File: src/rtl/puf_soc_pkg.sv
`default_nettype none
// ============================================================================
//  Module      : puf_soc_pkg
//  Description : Shared types and constants for the PUF SoC frame path.
//                Holds the serializer state encoding, packet byte counts,
//                sync marker and the frame bit-field map shared with the
//                frame assembler.
//  Revision    : 1.0 - initial release
// ============================================================================
package puf_soc_pkg;

  // Frame geometry and packet constants
  localparam int unsigned FRAME_W         = 160;
  localparam int unsigned LONG_BYTES      = FRAME_W / 8;
  localparam int unsigned SHORT_BYTES     = 5;
  localparam logic [7:0]  SYNC_BYTE_DEF   = 8'hA5;
  localparam int unsigned DROP_CNT_W_DEF  = 8;

  // Frame bit-field map, kept identical to the assembler's layout
  localparam int unsigned FLD_CNT_LSER_LSB = 0;
  localparam int unsigned FLD_CNT_LSER_MSB = 31;
  localparam int unsigned FLD_CNT_0_LSB    = 32;
  localparam int unsigned FLD_CNT_0_MSB    = 63;
  localparam int unsigned FLD_CNT_1_LSB    = 64;
  localparam int unsigned FLD_CNT_1_MSB    = 95;
  localparam int unsigned FLD_FULL_0       = 96;
  localparam int unsigned FLD_FULL_1       = 97;

  // Serializer packet phases
  typedef enum logic [2:0] {
    ST_IDLE    = 3'd0,
    ST_SYNC    = 3'd1,
    ST_LEN     = 3'd2,
    ST_PAYLOAD = 3'd3,
    ST_CSUM    = 3'd4
  } state_e;

  // Running checksum step: plain modulo-256 addition
  function automatic logic [7:0] csum_add(input logic [7:0] acc, input logic [7:0] b);
    return acc + b;
  endfunction

endpackage
`default_nettype wire

File: src/rtl/puf_soc_frame_slot.sv
`default_nettype none
// ============================================================================
//  Module      : puf_soc_frame_slot
//  Description : Two-entry frame holder (active + pending) in front of the
//                byte serializer. Keeps frames in arrival order, drops a new
//                frame when both entries are occupied and the active packet
//                is not finishing, and keeps a saturating drop counter.
//  Ports       : clk, rst_n         - clock, async active-low reset
//                frame_data_i/op_mode_i/frame_valid_i - incoming frame strobe
//                fsm_idle_i         - serializer is idle (no active frame)
//                pkt_done_i         - active packet's last byte transfers now
//                start_o            - a frame becomes active at this edge
//                act_data_o/act_mode_o - active frame contents
//                pend_full_o        - pending entry occupied
//                pend_full_next_o   - pending occupancy after this edge
//                drop_pulse_o       - one-cycle pulse per dropped frame
//                drop_cnt_o         - saturating dropped-frame count
//  Revision    : 1.0 - initial release
// ============================================================================
module puf_soc_frame_slot #(
  parameter int unsigned FRAM_SIZE  = 160,
  parameter int unsigned DROP_CNT_W = 8
) (
  input  logic                  clk,
  input  logic                  rst_n,
  input  logic [FRAM_SIZE-1:0]  frame_data_i,
  input  logic                  op_mode_i,
  input  logic                  frame_valid_i,
  input  logic                  fsm_idle_i,
  input  logic                  pkt_done_i,
  output logic                  start_o,
  output logic [FRAM_SIZE-1:0]  act_data_o,
  output logic                  act_mode_o,
  output logic                  pend_full_o,
  output logic                  pend_full_next_o,
  output logic                  drop_pulse_o,
  output logic [DROP_CNT_W-1:0] drop_cnt_o
);

  logic [FRAM_SIZE-1:0]  act_data_q;
  logic                  act_mode_q;
  logic [FRAM_SIZE-1:0]  pend_data_q;
  logic                  pend_mode_q;
  logic                  pend_full_q;
  logic                  pend_full_d;
  logic                  drop_pulse_q;
  logic [DROP_CNT_W-1:0] drop_cnt_q;

  logic w_take_idle;   // idle serializer takes the new frame directly
  logic w_promote;     // pending frame moves up as the active packet ends
  logic w_direct;      // packet ends, nothing pending, new frame goes active
  logic w_park;        // new frame goes into the pending entry
  logic w_drop;        // no room for the new frame

  always_comb begin
    w_take_idle = fsm_idle_i & frame_valid_i;
    w_promote   = pkt_done_i & pend_full_q;
    w_direct    = pkt_done_i & ~pend_full_q & frame_valid_i;
    // Pending accepts when it is empty, or when it is being vacated right now.
    w_park      = frame_valid_i & ~fsm_idle_i &
                  ((~pkt_done_i & ~pend_full_q) | w_promote);
    w_drop      = frame_valid_i & ~fsm_idle_i & ~pkt_done_i & pend_full_q;
    start_o     = w_take_idle | w_promote | w_direct;
    pend_full_d = w_park | (pend_full_q & ~w_promote);
  end

  always_ff @(posedge clk or negedge rst_n) begin
    if (!rst_n) begin
      act_data_q   <= '0;
      act_mode_q   <= 1'b0;
      pend_data_q  <= '0;
      pend_mode_q  <= 1'b0;
      pend_full_q  <= 1'b0;
      drop_pulse_q <= 1'b0;
      drop_cnt_q   <= '0;
    end else begin
      if (w_take_idle | w_direct) begin
        act_data_q <= frame_data_i;
        act_mode_q <= op_mode_i;
      end else if (w_promote) begin
        act_data_q <= pend_data_q;
        act_mode_q <= pend_mode_q;
      end
      if (w_park) begin
        pend_data_q <= frame_data_i;
        pend_mode_q <= op_mode_i;
      end
      pend_full_q  <= pend_full_d;
      drop_pulse_q <= w_drop;
      if (w_drop && (drop_cnt_q != {DROP_CNT_W{1'b1}})) begin
        drop_cnt_q <= drop_cnt_q + DROP_CNT_W'(1);
      end
    end
  end

  assign act_data_o       = act_data_q;
  assign act_mode_o       = act_mode_q;
  assign pend_full_o      = pend_full_q;
  assign pend_full_next_o = pend_full_d;
  assign drop_pulse_o     = drop_pulse_q;
  assign drop_cnt_o       = drop_cnt_q;

endmodule
`default_nettype wire

File: src/rtl/puf_soc_frame_serializer.sv
`default_nettype none
// ============================================================================
//  Module      : puf_soc_frame_serializer
//  Description : Converts captured frames into byte packets on a valid/ready
//                stream: SYNC, LEN, payload bytes LSB first, CSUM. One frame
//                in flight plus one pending; overflow frames are dropped and
//                counted.
//  Ports       : clk, rst_n                 - clock, async active-low reset
//                i_op_mode                  - 1 = long packet, 0 = short
//                i_frame_data/i_frame_valid - frame and its one-cycle strobe
//                o_tx_data/o_tx_valid       - byte stream toward the UART
//                i_tx_ready                 - transmitter accepts the byte
//                o_busy                     - active or pending frame held
//                o_drop_pulse/o_drop_cnt    - drop event and saturating count
//  Revision    : 1.0 - initial release
// ============================================================================
module puf_soc_frame_serializer #(
  parameter int unsigned FRAM_SIZE   = puf_soc_pkg::FRAME_W,
  parameter int unsigned SHORT_BYTES = puf_soc_pkg::SHORT_BYTES,
  parameter logic [7:0]  SYNC_BYTE   = puf_soc_pkg::SYNC_BYTE_DEF,
  parameter int unsigned DROP_CNT_W  = puf_soc_pkg::DROP_CNT_W_DEF
) (
  input  logic                  clk,
  input  logic                  rst_n,
  input  logic                  i_op_mode,
  input  logic [FRAM_SIZE-1:0]  i_frame_data,
  input  logic                  i_frame_valid,
  output logic [7:0]            o_tx_data,
  output logic                  o_tx_valid,
  input  logic                  i_tx_ready,
  output logic                  o_busy,
  output logic                  o_drop_pulse,
  output logic [DROP_CNT_W-1:0] o_drop_cnt
);

  import puf_soc_pkg::*;

  localparam int unsigned     LONG_N     = FRAM_SIZE / 8;
  localparam int unsigned     IDX_W      = $clog2(LONG_N);
  localparam logic [7:0]      LEN_LONG   = 8'(LONG_N);
  localparam logic [7:0]      LEN_SHORT  = 8'(SHORT_BYTES);
  localparam logic [IDX_W-1:0] LAST_LONG  = IDX_W'(LONG_N - 1);
  localparam logic [IDX_W-1:0] LAST_SHORT = IDX_W'(SHORT_BYTES - 1);

  state_e           state_q;
  logic [7:0]       tx_data_q;
  logic             tx_valid_q;
  logic             busy_q;
  logic [IDX_W-1:0] idx_q;
  logic [7:0]       csum_q;

  logic                 w_xfer;
  logic                 w_start;
  logic                 w_fsm_idle;
  logic                 w_pkt_done;
  logic [FRAM_SIZE-1:0] w_act_data;
  logic                 w_act_mode;
  logic                 w_pend_full;
  logic                 w_pend_full_d;
  logic [IDX_W-1:0]     w_next_idx;
  logic [IDX_W+2:0]     w_next_off;
  logic [7:0]           w_next_byte;
  logic [7:0]           w_csum_next;
  logic                 w_last;
  logic                 w_going_idle;

  assign w_xfer      = tx_valid_q & i_tx_ready;
  assign w_fsm_idle  = (state_q == ST_IDLE);
  assign w_pkt_done  = (state_q == ST_CSUM) & w_xfer;
  assign w_next_idx  = idx_q + IDX_W'(1);
  assign w_next_off  = {w_next_idx, 3'b000};
  assign w_next_byte = w_act_data[w_next_off +: 8];
  assign w_csum_next = csum_add(csum_q, tx_data_q);
  assign w_last      = (idx_q == (w_act_mode ? LAST_LONG : LAST_SHORT));
  // Serializer returns to IDLE at this edge (nothing starts, packet ends)
  assign w_going_idle = (w_fsm_idle & ~w_start) | (w_pkt_done & ~w_start);

  puf_soc_frame_slot #(
    .FRAM_SIZE  (FRAM_SIZE),
    .DROP_CNT_W (DROP_CNT_W)
  ) u_slot (
    .clk              (clk),
    .rst_n            (rst_n),
    .frame_data_i     (i_frame_data),
    .op_mode_i        (i_op_mode),
    .frame_valid_i    (i_frame_valid),
    .fsm_idle_i       (w_fsm_idle),
    .pkt_done_i       (w_pkt_done),
    .start_o          (w_start),
    .act_data_o       (w_act_data),
    .act_mode_o       (w_act_mode),
    .pend_full_o      (w_pend_full),
    .pend_full_next_o (w_pend_full_d),
    .drop_pulse_o     (o_drop_pulse),
    .drop_cnt_o       (o_drop_cnt)
  );

  // Packet FSM with registered byte/valid outputs. The byte presented in a
  // state is loaded on the transfer that enters it, so data stays stable
  // while the transmitter stalls.
  always_ff @(posedge clk or negedge rst_n) begin
    if (!rst_n) begin
      state_q    <= ST_IDLE;
      tx_data_q  <= '0;
      tx_valid_q <= 1'b0;
      busy_q     <= 1'b0;
      idx_q      <= '0;
      csum_q     <= '0;
    end else begin
      // Pending occupancy implies a packet is in flight, kept explicit anyway
      busy_q <= ~w_going_idle | w_pend_full_d;
      case (state_q)
        ST_IDLE: begin
          if (w_start) begin
            state_q    <= ST_SYNC;
            tx_valid_q <= 1'b1;
            tx_data_q  <= SYNC_BYTE;
          end
        end
        ST_SYNC: begin
          if (w_xfer) begin
            state_q   <= ST_LEN;
            tx_data_q <= w_act_mode ? LEN_LONG : LEN_SHORT;
          end
        end
        ST_LEN: begin
          if (w_xfer) begin
            state_q   <= ST_PAYLOAD;
            csum_q    <= tx_data_q;       // checksum starts with LEN
            idx_q     <= '0;
            tx_data_q <= w_act_data[7:0];
          end
        end
        ST_PAYLOAD: begin
          if (w_xfer) begin
            csum_q <= w_csum_next;
            if (w_last) begin
              state_q   <= ST_CSUM;
              tx_data_q <= w_csum_next;
            end else begin
              idx_q     <= w_next_idx;
              tx_data_q <= w_next_byte;
            end
          end
        end
        ST_CSUM: begin
          if (w_xfer) begin
            if (w_start) begin
              state_q   <= ST_SYNC;       // back-to-back, no idle cycle
              tx_data_q <= SYNC_BYTE;
            end else begin
              state_q    <= ST_IDLE;
              tx_valid_q <= 1'b0;
              tx_data_q  <= '0;
            end
          end
        end
        default: begin
          state_q    <= ST_IDLE;
          tx_valid_q <= 1'b0;
          tx_data_q  <= '0;
        end
      endcase
    end
  end

  assign o_tx_data  = tx_data_q;
  assign o_tx_valid = tx_valid_q;
  assign o_busy     = busy_q;

  // Pending occupancy is only observed through the registered busy flag
  logic w_unused;
  assign w_unused = w_pend_full;

endmodule
`default_nettype wire

File: config.mk
export PLATFORM = sky130hd
export DESIGN_NAME = puf_soc_frame_serializer
export DESIGN_NICKNAME = d
export VERILOG_FILES = /design/src/rtl/puf_soc_pkg.sv /design/src/rtl/puf_soc_frame_slot.sv /design/src/rtl/puf_soc_frame_serializer.sv
export SDC_FILE = /design/constraint.sdc
export NUM_CORES = 1
export LEC_CHECK = 0
export ABC_CLOCK_PERIOD_IN_PS = 3260
export CORE_ASPECT_RATIO = 0.9
export CORE_MARGIN = 2
export CORE_UTILIZATION = 48
export DETAILED_ROUTE_END_ITERATION = 12
export PLACE_DENSITY = 0.68
export SETUP_SLACK_MARGIN = 0.05
export SYNTH_ARGS = -nofsm -noshare
export SYNTH_HDL_FRONTEND = slang
export SYNTH_SLANG_ARGS = --single-unit
File: constraint.sdc
create_clock -name clk -period 3.26 [get_ports clk]
set_clock_uncertainty 0.15 [all_clocks]
set_input_delay 0.652 -clock clk [delete_from_list [all_inputs] [get_ports clk]]
set_output_delay 0.652 -clock clk [all_outputs]
set_load 0.1 [all_outputs]
==> results.py <==
metrics = {
    "clocking": {
        "cts_sinks": 358,
        "cts-hold-fix-buffers": 0,
        "htreeDepth": 2,
        "tritoncts": "done",
        "postCtsSetupRepairBufs": 0,
        "clk_path_buf_depth": 3,
        "clkTransAtPathRegs_ps": 70,
        "numCtsBuffers": 39,
        "clk_latency_ps": 550,
        "root_buffer": "clkbuf_16",
        "cts_resized": 0,
    },
    "yosys": {
        "async_reset_ff_frac": 1.000,
        "yosys.area.top_type_share": 0.5314,
        "ys.flop_type": "dfrtp_1",
        "yosys.area.top_type": "dfrtp_1",
        "synth_nets": 1564,
        "yosys_warnings": 0,
        "synth_commonest_cells": "358 x dfrtp_1, 185 x a21oi_1, 185 x nor2_1",
        "netlist_area_um2": 16860,
        "synth_seq_cells": 358,
        "syn_inst": 1386,
        "yosysSeqAreaShare": 0.5314,
        "yosys-top-cells-area": "dfrtp_1 53%, mux2_2 11%, mux2i_1 10%",
        "synth_edf_count": 0,
        "syn_avg_cell_area_um2": 12.16,
        "synthMostInstantiatedCell": "dfrtp_1",
        "ys_types": 61,
    },
    "timing": {
        "clock.fmax_mhz": 362.4,
        "worstMarginPinSlew_ps": 770.4,
        "finalHoldViolCount": 16,
        "fin_ws_ps": 500.5,
        "setup_violations": 0,
        "drv_slew": 0,
        "totalNegativeSetupSlack_ps": 0,
        "period_needed_ps": 2760,
        "rsz0062_at_grt": "no",
        "slew_headroom": 0.4810,
        "hold_ws_ps": -11.74,
        "finalCritPeriodShare": 0.8465,
    },
    "finish": {
        "diodes": 0,
        "regArea_um2": 8961,
        "layout-drive-gt1-share": 0.2097,
        "nFillCells": 2912,
        "areaGrowthSynthToFinish_pct": 22.70,
        "final_area_um2": 20680,
        "multi_input_area_um2": 7447,
        "fin_nets": 1732,
    },
    "floorplanning": {
        "rows": 65,
        "fp.dieArea_um2": 36640,
        "core-area_um2": 34810,
        "io_pins": 184,
        "initial_core_util": 0.4843,
        "dieWidth_um": 201.5,
        "die_h_um": 181.8,
    },
    "setup_path": {
        "crit_type": "reg -> reg",
        "worst-path-max-fanout": 9,
        "critPathRequiredTime_ps": 3570,
        "reg2reg_depth": 6,
        "end_kind": "flop",
        "start_kind": "flop",
        "worst_ep_arrival_time_ps": 3070,
    },
    "drt": {
        "vias": 11410,
        "drtPass1Iterations": 7,
        "ant_nets": 0,
        "drcViolationCount": 0,
        "wirelength_mm": 40.93,
        "detail_route.wl_per_cell_um": 19.95,
        "drt-vias-per-instance": 5.561,
        "drt_iter0_markers": 603,
    },
    "placed_design": {
        "dp_slack_ps": 100.9,
        "hpwl_mm": 27.83,
        "io_buffers": 183,
        "routabilityCongestion": 0.8511,
        "placed_area_um2": 19360,
    },
    "pwr": {
        "clockPowerShare": 0.223,
        "internal_power_w": 0.01308,
        "powerDensity_nw_per_um2": 977.4,
        "ir_drop_uv": 560.1,
        "p_leak_nw": 8.357,
        "switching_share": 0.3531,
        "p_seq_frac": 0.398,
        "p_comb_frac": 0.380,
        "p_total_w": 0.02022,
        "switchingPower_w": 0.007139,
    },
    "global_route": {
        "grtUsageTotal": 0.2275,
        "grt_max_degree": 131,
        "grt_first_pass_wirelength_mm": 65.53,
        "grt-ovfl-total": 0,
        "grt_pass1_vias": 11580,
        "antenna_found_initial": 1,
    },
    "run_status": {
        "outcome": "finished with violations",
        "violations": "hold timing",
    },
    "flow_run": {
        "cap_violations": 0,
    },
    "hold_path": {
        "holdCritPathClass": "in -> async",
    },
}
per-stage QoR:
stage | instances | util | hold WS (ps)
finish | 2052 | 0.5942 | -11.74
global route | 2052 | 0.5942 | 26.17
CTS | 2052 | 0.5942 | 3.435
detailed placement | 1982 | 0.5563 | 330.1
global placement | 1982 | 0.5563 | 318.4
floorplan | 1386 | - | 206.4
placed cells by master, fill, tap and decap left out, types with 3 or more instances in the layout:
| cell type | instances |
|---|---|
| a21oi_1 | 185 |
| mux2i_1 | 169 |
| clkbuf_8 | 9 |
| bufinv_16 | 3 |
| nand3_1 | 19 |
| o21ai_0 | 14 |
| nand2_1 | 32 |
| clkinv_2 | 9 |
| or2_2 | 3 |
| o211ai_1 | 5 |
| nor2_1 | 185 |
| inv_1 | 6 |
| xor2_1 | 6 |
| mux4_2 | 33 |
| and3_1 | 5 |
| clkbuf_1 | 5 |
| nor3_1 | 3 |
| mux4_1 | 11 |
| a22oi_1 | 4 |
| buf_12 | 21 |
| clkbuf_16 | 40 |
| dfrtp_1 | 356 |
| o31ai_1 | 4 |
| mux2_2 | 162 |
| nand4_1 | 5 |
| xnor2_1 | 10 |
| ha_1 | 10 |
| clkdlybuf4s50_1 | 163 |
| a21o_1 | 5 |
| nor2b_1 | 3 |
| a31oi_1 | 5 |
| buf_4 | 37 |
| a211oi_1 | 3 |
| o32ai_1 | 3 |
| nand2b_1 | 5 |
cells by family (layout without fill, tap and decap cells):
group                      after synthesis  in the layout  share of synthesized area
AOI/OAI and AO/OA                      248            248                    0.08201
xor gates and xnor gates                17             17                   0.008832
adders and majority gates               13             13                    0.01009
buffers and inverters                  101            298                    0.02887
DFF                                    358            358                     0.5314
muxes                                  375            375                     0.2698
and+or+nand+nor                        274            274                    0.06902
critical path, stage by stage, from the launching register on:
cell	delay, ps
dfrtp_1	480
ha_2	360
xor2_2	570
mux2i_1	280
o2bb2a_1	350
or3_1	310
a31oi_1	160
final cells by class:
cell class	count	share of cell area
Sequential cell	358	0.4332
Multi-Input combinational cell	927	0.3600
Timing Repair Buffer	222	0.1134
Clock buffer	54	0.05529
Tap cell	469	0.02837
Clock inverter	16	0.008650
Inverter	6	0.001089
state kept, by name, summed over array words and instances, names as in the netlist:
register,cells
u_slot.act_data_o,160
u_slot.act_mode_o,1
o_tx_valid,1
u_slot.drop_cnt_o,8
u_slot.pend_data_q,160
idx_q,5
csum_q,8
o_tx_data,8
u_slot.pend_mode_q,1
state_q,3
u_slot.pend_full_o,1
o_busy,1
u_slot.drop_pulse_o,1
path summary, 6_finish.rpt:
| check | start | slack, ps | endpoint |
|---|---|---|---|
| setup / recovery | idx_q[1] | 500 | o_tx_data[7] |
| hold reg to reg | csum_q[3] | 340 | csum_q[3] |
| setup reg to reg | idx_q[1] | 500 | o_tx_data[7] |
| max in group asynchronous | rst_n | 2110 | u_slot.act_data_o[112] |
| min in group clk | csum_q[3] | 340 | csum_q[3] |
| hold / removal | rst_n | -10 | u_slot.pend_data_q[157] |
power by group through the flow:
| stage | Sequential (W) | Clock (W) | Combinational, W |
|---|---|---|---|
| 6_report | 0.00804 | 0.00451 | 0.00767 |
| 5_1_grt | 0.00830 | 0.00479 | 0.00834 |
| 4_1_cts | 0.00802 | 0.00461 | 0.00775 |
| 3_5_place_dp | 0.00808 | 0 | 0.00774 |
| 3_3_place_gp | 0.00798 | 0 | 0.00753 |
| 2_1_floorplan | 0.00819 | 0 | 0.00507 |
metal layers:
metal  part of all wire  wire (um)  global-route usage  vias up
met5                  0          0                   0        -
met3              0.049       2002             0.03607       41
met1               0.46      18810              0.3251     5755
met2               0.48      19630              0.3705      278
li1                   -          -                   -     5338
met4              0.012        483             0.04735        0
(Power assumes the default switching activity.)
